--- config.mk ---
export PLATFORM = sky130hd
export DESIGN_NAME = lsu_multicycle
export DESIGN_NICKNAME = d
export VERILOG_FILES = /design/src/rtl/lsu_multicycle.sv
export SDC_FILE = /design/constraint.sdc
export NUM_CORES = 1
export LEC_CHECK = 0
export BUFFER_PORTS_ARGS = -buffer_cell sky130_fd_sc_hd__buf_4
export CAP_MARGIN = 20
export CORE_AREA = 2 2 123 125
export DETAILED_ROUTE_END_ITERATION = 6
export DIE_AREA = 0 0 125 127
export PLACE_DENSITY = 0.95
export SYNTH_ARGS = -nofsm -noshare
export SYNTH_HDL_FRONTEND = slang
export SYNTH_SLANG_ARGS = --single-unit
--- constraint.sdc ---
create_clock -name clk -period 4.65 [get_ports clk]
set_input_delay 0.2325 -clock clk [delete_from_list [all_inputs] [get_ports clk]]
set_output_delay 0.2325 -clock clk [all_outputs]
set_load 0.01 [all_outputs]
--- src/rtl/lsu_multicycle.sv ---
// Multi-cycle load/store unit: base+imm address generation, byte-lane steering,
// variable-latency req/ack memory handshake with timeout, and extended load return.
module lsu_multicycle #(
  parameter int XLEN     = 32,
  parameter int MAX_WAIT = 16
) (
  input  logic                clk,
  input  logic                rst,
  input  logic                req_valid,
  output logic                req_ready,
  input  logic                req_load,
  input  logic [2:0]          req_funct3,
  input  logic [XLEN-1:0]     req_base,
  input  logic [XLEN-1:0]     req_imm,
  input  logic [XLEN-1:0]     req_wdata,
  input  logic [4:0]          req_rd,
  output logic                mem_req,
  output logic                mem_we,
  output logic [XLEN-1:0]     mem_addr,
  output logic [XLEN-1:0]     mem_wdata,
  output logic [XLEN/8-1:0]   mem_be,
  input  logic                mem_ack,
  input  logic [XLEN-1:0]     mem_rdata,
  output logic                resp_valid,
  output logic [XLEN-1:0]     resp_data,
  output logic [4:0]          resp_rd,
  output logic                resp_wb,
  output logic                resp_misaligned,
  output logic                resp_illegal,
  output logic                resp_fault
);

  localparam int BEW  = XLEN / 8;
  localparam int OFFW = $clog2(BEW);
  localparam int CW   = (MAX_WAIT > 1) ? $clog2(MAX_WAIT) : 1;

  typedef enum logic [1:0] {
    S_IDLE,
    S_MEM,
    S_RESP,
    S_ERR
  } state_t;

  state_t state, state_nxt;

  // Captured request and access status.
  logic [XLEN-1:0] addr_q;
  logic [2:0]      funct3_q;
  logic            load_q;
  logic [4:0]      rd_q;
  logic            illegal_q;
  logic            misaligned_q;
  logic            fault_q;
  logic [XLEN-1:0] rdata_q;
  logic [XLEN-1:0] wdata_q;
  logic [BEW-1:0]  be_q;
  logic [CW-1:0]   wait_cnt;

  logic [XLEN-1:0] req_addr;
  logic [OFFW-1:0] req_off;
  logic            req_illegal;
  logic            req_misaligned;
  logic            accept;
  logic            wait_done;

  assign req_addr = req_base + req_imm;
  assign req_off  = req_addr[OFFW-1:0];
  assign accept   = (state == S_IDLE) && req_valid;
  assign wait_done = (wait_cnt == CW'(MAX_WAIT - 1));

  function automatic logic f3_legal(input logic load, input logic [2:0] f3);
    logic ok;
    ok = 1'b0;
    if (load) begin
      case (f3)
        3'b000, 3'b001, 3'b010, 3'b100, 3'b101: ok = 1'b1;
        3'b011, 3'b110:                         ok = (XLEN == 64);
        default:                                ok = 1'b0;
      endcase
    end else begin
      case (f3)
        3'b000, 3'b001, 3'b010: ok = 1'b1;
        3'b011:                 ok = (XLEN == 64);
        default:                ok = 1'b0;
      endcase
    end
    return ok;
  endfunction

  // funct3[1:0] encodes log2 of the access size for every legal opcode.
  function automatic logic addr_misaligned(input logic [1:0] size, input logic [2:0] a);
    logic bad;
    case (size)
      2'b01:   bad = a[0];
      2'b10:   bad = |a[1:0];
      2'b11:   bad = |a[2:0];
      default: bad = 1'b0;
    endcase
    return bad;
  endfunction

  assign req_illegal    = !f3_legal(req_load, req_funct3);
  assign req_misaligned = !req_illegal && addr_misaligned(req_funct3[1:0], req_addr[2:0]);

  // Store lane steering: size-wide slice moved to its byte offset.
  logic [XLEN-1:0] st_lane;
  logic [BEW-1:0]  st_be_base;
  logic [XLEN-1:0] st_wdata;
  logic [BEW-1:0]  st_be;

  always_comb begin
    // NOTE: every always_comb target gets a default first so no path leaves it
    // unassigned, which would otherwise infer a latch.
    st_lane    = '0;
    st_be_base = '0;
    case (req_funct3[1:0])
      2'b00: begin
        st_lane    = XLEN'(req_wdata[7:0]);
        st_be_base = BEW'(1);
      end
      2'b01: begin
        st_lane    = XLEN'(req_wdata[15:0]);
        st_be_base = BEW'(3);
      end
      2'b10: begin
        st_lane    = XLEN'(req_wdata[31:0]);
        st_be_base = BEW'(4'hF);
      end
      2'b11: begin
        st_lane    = req_wdata;
        st_be_base = '1;
      end
    endcase
    st_wdata = st_lane << {req_off, 3'b000};
    st_be    = st_be_base << req_off;
  end

  // Load extraction from the captured read word.
  logic [XLEN-1:0] ld_lane;
  logic [XLEN-1:0] ld_data;

  always_comb begin
    ld_lane = rdata_q >> {addr_q[OFFW-1:0], 3'b000};
    ld_data = ld_lane;
    case (funct3_q)
      3'b000:  ld_data = XLEN'($signed(ld_lane[7:0]));
      3'b001:  ld_data = XLEN'($signed(ld_lane[15:0]));
      3'b010:  ld_data = XLEN'($signed(ld_lane[31:0]));
      3'b100:  ld_data = XLEN'(ld_lane[7:0]);
      3'b101:  ld_data = XLEN'(ld_lane[15:0]);
      3'b110:  ld_data = XLEN'(ld_lane[31:0]);
      default: ld_data = ld_lane;
    endcase
  end

  // State register.
  always_ff @(posedge clk or negedge rst) begin
    // NOTE: sequential state uses non-blocking assignments so every flop
    // samples pre-edge values regardless of statement order.
    if (!rst) state <= S_IDLE;
    else      state <= state_nxt;
  end

  // Next-state logic.
  always_comb begin
    state_nxt = state;
    case (state)
      S_IDLE: if (req_valid) state_nxt = (req_illegal || req_misaligned) ? S_ERR : S_MEM;
      S_MEM:  if (mem_ack || wait_done) state_nxt = S_RESP;
      S_RESP: state_nxt = S_IDLE;
      S_ERR:  state_nxt = S_IDLE;
      default: state_nxt = S_IDLE;
    endcase
  end

  // Captured request, read data and wait counter.
  always_ff @(posedge clk or negedge rst) begin
    // NOTE: these are plain control/data registers, not a storage array, so
    // they take the async reset and come up as a known all-zero request.
    if (!rst) begin
      addr_q       <= '0;
      funct3_q     <= '0;
      load_q       <= 1'b0;
      rd_q         <= '0;
      illegal_q    <= 1'b0;
      misaligned_q <= 1'b0;
      fault_q      <= 1'b0;
      rdata_q      <= '0;
      wdata_q      <= '0;
      be_q         <= '0;
      wait_cnt     <= '0;
    end else if (accept) begin
      addr_q       <= req_addr;
      funct3_q     <= req_funct3;
      load_q       <= req_load;
      rd_q         <= req_rd;
      illegal_q    <= req_illegal;
      misaligned_q <= req_misaligned;
      fault_q      <= 1'b0;
      rdata_q      <= '0;
      wdata_q      <= req_load ? '0 : st_wdata;
      be_q         <= st_be;
      wait_cnt     <= '0;
    end else if (state == S_MEM) begin
      if (mem_ack) begin
        if (load_q) rdata_q <= mem_rdata;
        wait_cnt <= '0;
      end else if (wait_done) begin
        fault_q  <= 1'b1;
        wait_cnt <= '0;
      end else begin
        wait_cnt <= wait_cnt + CW'(1);
      end
    end
  end

  // Outputs decoded from state; reset drops them immediately.
  always_comb begin
    req_ready       = 1'b0;
    mem_req         = 1'b0;
    mem_we          = 1'b0;
    mem_addr        = '0;
    mem_wdata       = '0;
    mem_be          = '0;
    resp_valid      = 1'b0;
    resp_data       = '0;
    resp_rd         = '0;
    resp_wb         = 1'b0;
    resp_misaligned = 1'b0;
    resp_illegal    = 1'b0;
    resp_fault      = 1'b0;
    case (state)
      S_IDLE: req_ready = 1'b1;
      S_MEM: begin
        mem_req   = 1'b1;
        mem_we    = !load_q;
        mem_addr  = {addr_q[XLEN-1:OFFW], {OFFW{1'b0}}};
        mem_wdata = wdata_q;
        mem_be    = be_q;
      end
      S_RESP: begin
        resp_valid = 1'b1;
        resp_rd    = rd_q;
        resp_fault = fault_q;
        resp_wb    = load_q && !fault_q;
        resp_data  = (load_q && !fault_q) ? ld_data : '0;
      end
      S_ERR: begin
        resp_valid      = 1'b1;
        resp_rd         = rd_q;
        resp_misaligned = misaligned_q;
        resp_illegal    = illegal_q;
      end
      default: ;
    endcase
  end

endmodule

==> results.ini <==
[synthesis]
syn_inst=996
yosys.area.top_type=dfrtp_1
synth-seq-area-share_pct=36.8
ys_warn_count=0
yosys.cell_count.top_type=nand2_1
synthesis.area_um2=8020
synth_edf_count=0
synth_cell_types=71
synth_area_per_cell_um2=8.05
synth.top_cells.by_area=dfrtp_1, nand2_1, and2_1
synth-main-ff-cell=dfrtp_1
synth-async-reset-ratio_pct=100
yosys.area.top_type_share_pct=36.8
yosys_register_bits=118
ys_top_cells_by_count=nand2_1, dfrtp_1, o21ai_0

[floorplan]
pin_count=254
initial_core_util_pct=55.6
core_area_um2=14400
die_h_um=127
die-area_um2=15900
row_count=44
dieWidth_um=125

[power_and_ir_drop]
p_per_area_nw_per_um2=513
p_leak_nw=5.21
ir_worst_vdd_v=0.000302

[timing]
worstMarginPinSlew_ns=1.06
min_period_ns=3.33
setup_viol=0
fin_crit_sh_pct=71.7
max_freq_mhz=300
maxSlewViolCount=0
grt_setup_unrepaired=false
setup_tns_ns=0
slew_headroom_pct=29.6
hold_ws_ns=0.00893
skew_ns=0.00659
final-hold-violation-count=0

[layout]
drive_gt1_share_pct=25.1
fillers=1104
multi_input_area_um2=4740
nNetsFinal=1380
syn2layout_area_growth_pct=31.3
n_antenna_cell=0
post-route-util_pct=73.0
seq_area_um2=2950
fin_cells=1403

[place]
gp_congestion=0.934
dp_cells=1368
dpl.hpwl_mm=17.8
port_buffers=251

[drt]
drc=0
met2_wirelength_mm=11.6
routedWlPerCell_um=17.5
routed_wl_mm=24.5
drt_iter0_markers=737
top_layer_used=met4
viasPerCell=5.97
dr.pass1.iters=7
num_vias=8380
drt-met1-wl_mm=9.88
ant_nets=0
wl_met3_mm=2.05

[global_routing]
grtUsageTotal_pct=30.0
grt_overflow=0
grt_start_max_net_pins=102
antenna_found_initial=0
grt_pass1_wl_mm=38.7
grt_pass1_vias=7799

[critical_path]
critPathKind=register to output pin
cp-start-kind=register
end_kind=output pin
path_max_fanout=16
arrival_ns=3.10
worstPathRequired_ns=4.42

[clocking]
ctsResizeCount=0
root_buffer=clkbuf_16
clockBufferDepth=2
numCtsBuffers=17
clock_sinks=118
clkLatencyLatePin_ns=0.42
cts_tree=yes
h-tree-depth=4
clk_pin_slew_ns=0.06

[run_status]
status=finished clean

[hold_path]
hold_class=primary input to register

[flow_run]
drv_cap=0

kinds of logic after synthesis:
| family | after synthesis | share of synthesized area (%) |
|---|---|---|
| compound gates | 298 | 23.1 |
| xor+xnor | 17 | 1.86 |
| fa+ha+maj | 33 | 5.24 |
| buf+inv | 84 | 4.35 |
| flops | 118 | 36.8 |
| mux | 27 | 3.40 |
| other cells | 1 | 0.0467 |
| simple gates | 418 | 25.2 |
worst paths after layout:
check | from | end | slack, ns | cells past startpoint
worst min-delay path | req_rd[2] | rd_q[2] | 0.009 | 3
min in group asynchronous | rst | rdata_q[26] | 0.42 | 2
worst min register to register | be_q[3] | be_q[3] | 0.47 | 2
worst max-delay path | addr_q[0] | resp_data[19] | 1.32 | 7
worst max register to register | state[1] | wdata_q[21] | 1.86 | 6
max in group asynchronous | rst | rdata_q[1] | 2.94 | 3
through the flow:
step / power, mW / setup slack, ns / cell area, µm²
finish: 5.40 / 1.32 / 10500
global route: 5.74 / 1.01 / 10500
CTS: 5.35 / 1.34 / 10500
detailed placement: 4.06 / 1.78 / 9910
global placement: 3.97 / 1.88 / 9910
floorplan: 3.22 / 2.35 / 8030
placed cells by master, fill, tap and decap left out, types with 7 or more instances in the layout:
master     Yosys  layout
nor2_1        39      38
and2_1        74      74
nor3_1         7       7
clkinv_4       0       8
nor2b_1       14      14
o21ai_0       88      88
a31oi_1        8       7
dfrtp_1      118     118
xnor2_1        7       7
clkbuf_16      0      17
nor3b_1       11      11
a22o_1        19      19
nand2b_1       7       7
ha_1          32      32
a21o_1        21      21
mux2i_1       25      25
nand3_1       19      19
o22ai_1       11      11
a21oi_1       79      79
a211oi_1      18      18
inv_1         13      13
buf_4          3     258
o21a_1         9       9
nand2_1      205     205
xor2_1        10      10
nand4_1        8       8
sequential cells by signal, summed over array words and instances (netlist names):
register	cells
addr_q	32
wait_cnt	4
load_q	1
be_q	4
funct3_q	3
rd_q	5
rdata_q	32
misaligned_q	1
fault_q	1
illegal_q	1
wdata_q	32
state	2
critical path, stage by stage (launching register included):
cell and delay [ns]:
dfrtp_1 0.73, mux2_2 0.42, a21oi_1 0.22, or2_2 0.15, a21oi_1 0.07, o21ai_1 0.75, nor2_1 0.15, buf_4 0.19
power breakdown:
group / leakage [nW] / switching, mW / internal, mW
Combinational: 3.42 / 1.29 / 0.981
Sequential: 1.51 / 0.406 / 1.45
Clock: 0.278 / 0.525 / 0.749
routing by layer:
| metal | vias to the layer above | global-route usage, % |
|---|---|---|
| met5 | - | 0 |
| met4 | 0 | 13.9 |
| met3 | 82 | 5.61 |
| met2 | 495 | 49.2 |
| met1 | 3878 | 38.8 |
| li1 | 3925 | - |
layout make-up:
| cell class | count | share of cell area, % |
|---|---|---|
| Sequential cell | 118 | 28.0 |
| Clock inverter | 14 | 1.38 |
| Tap cell | 184 | 2.19 |
| Multi-Input combinational cell | 795 | 45.0 |
| Timing Repair Buffer | 261 | 18.8 |
| Clock buffer | 18 | 4.07 |
| Inverter | 13 | 0.463 |
repair_timing:
item,in CTS,in global routing
endpoints found under the hold margin,60,0
setup buffers,0,0
setup endpoints to repair,0,0
hold buffers,2,0
No activity file was read; power rests on OpenSTA's default activity.
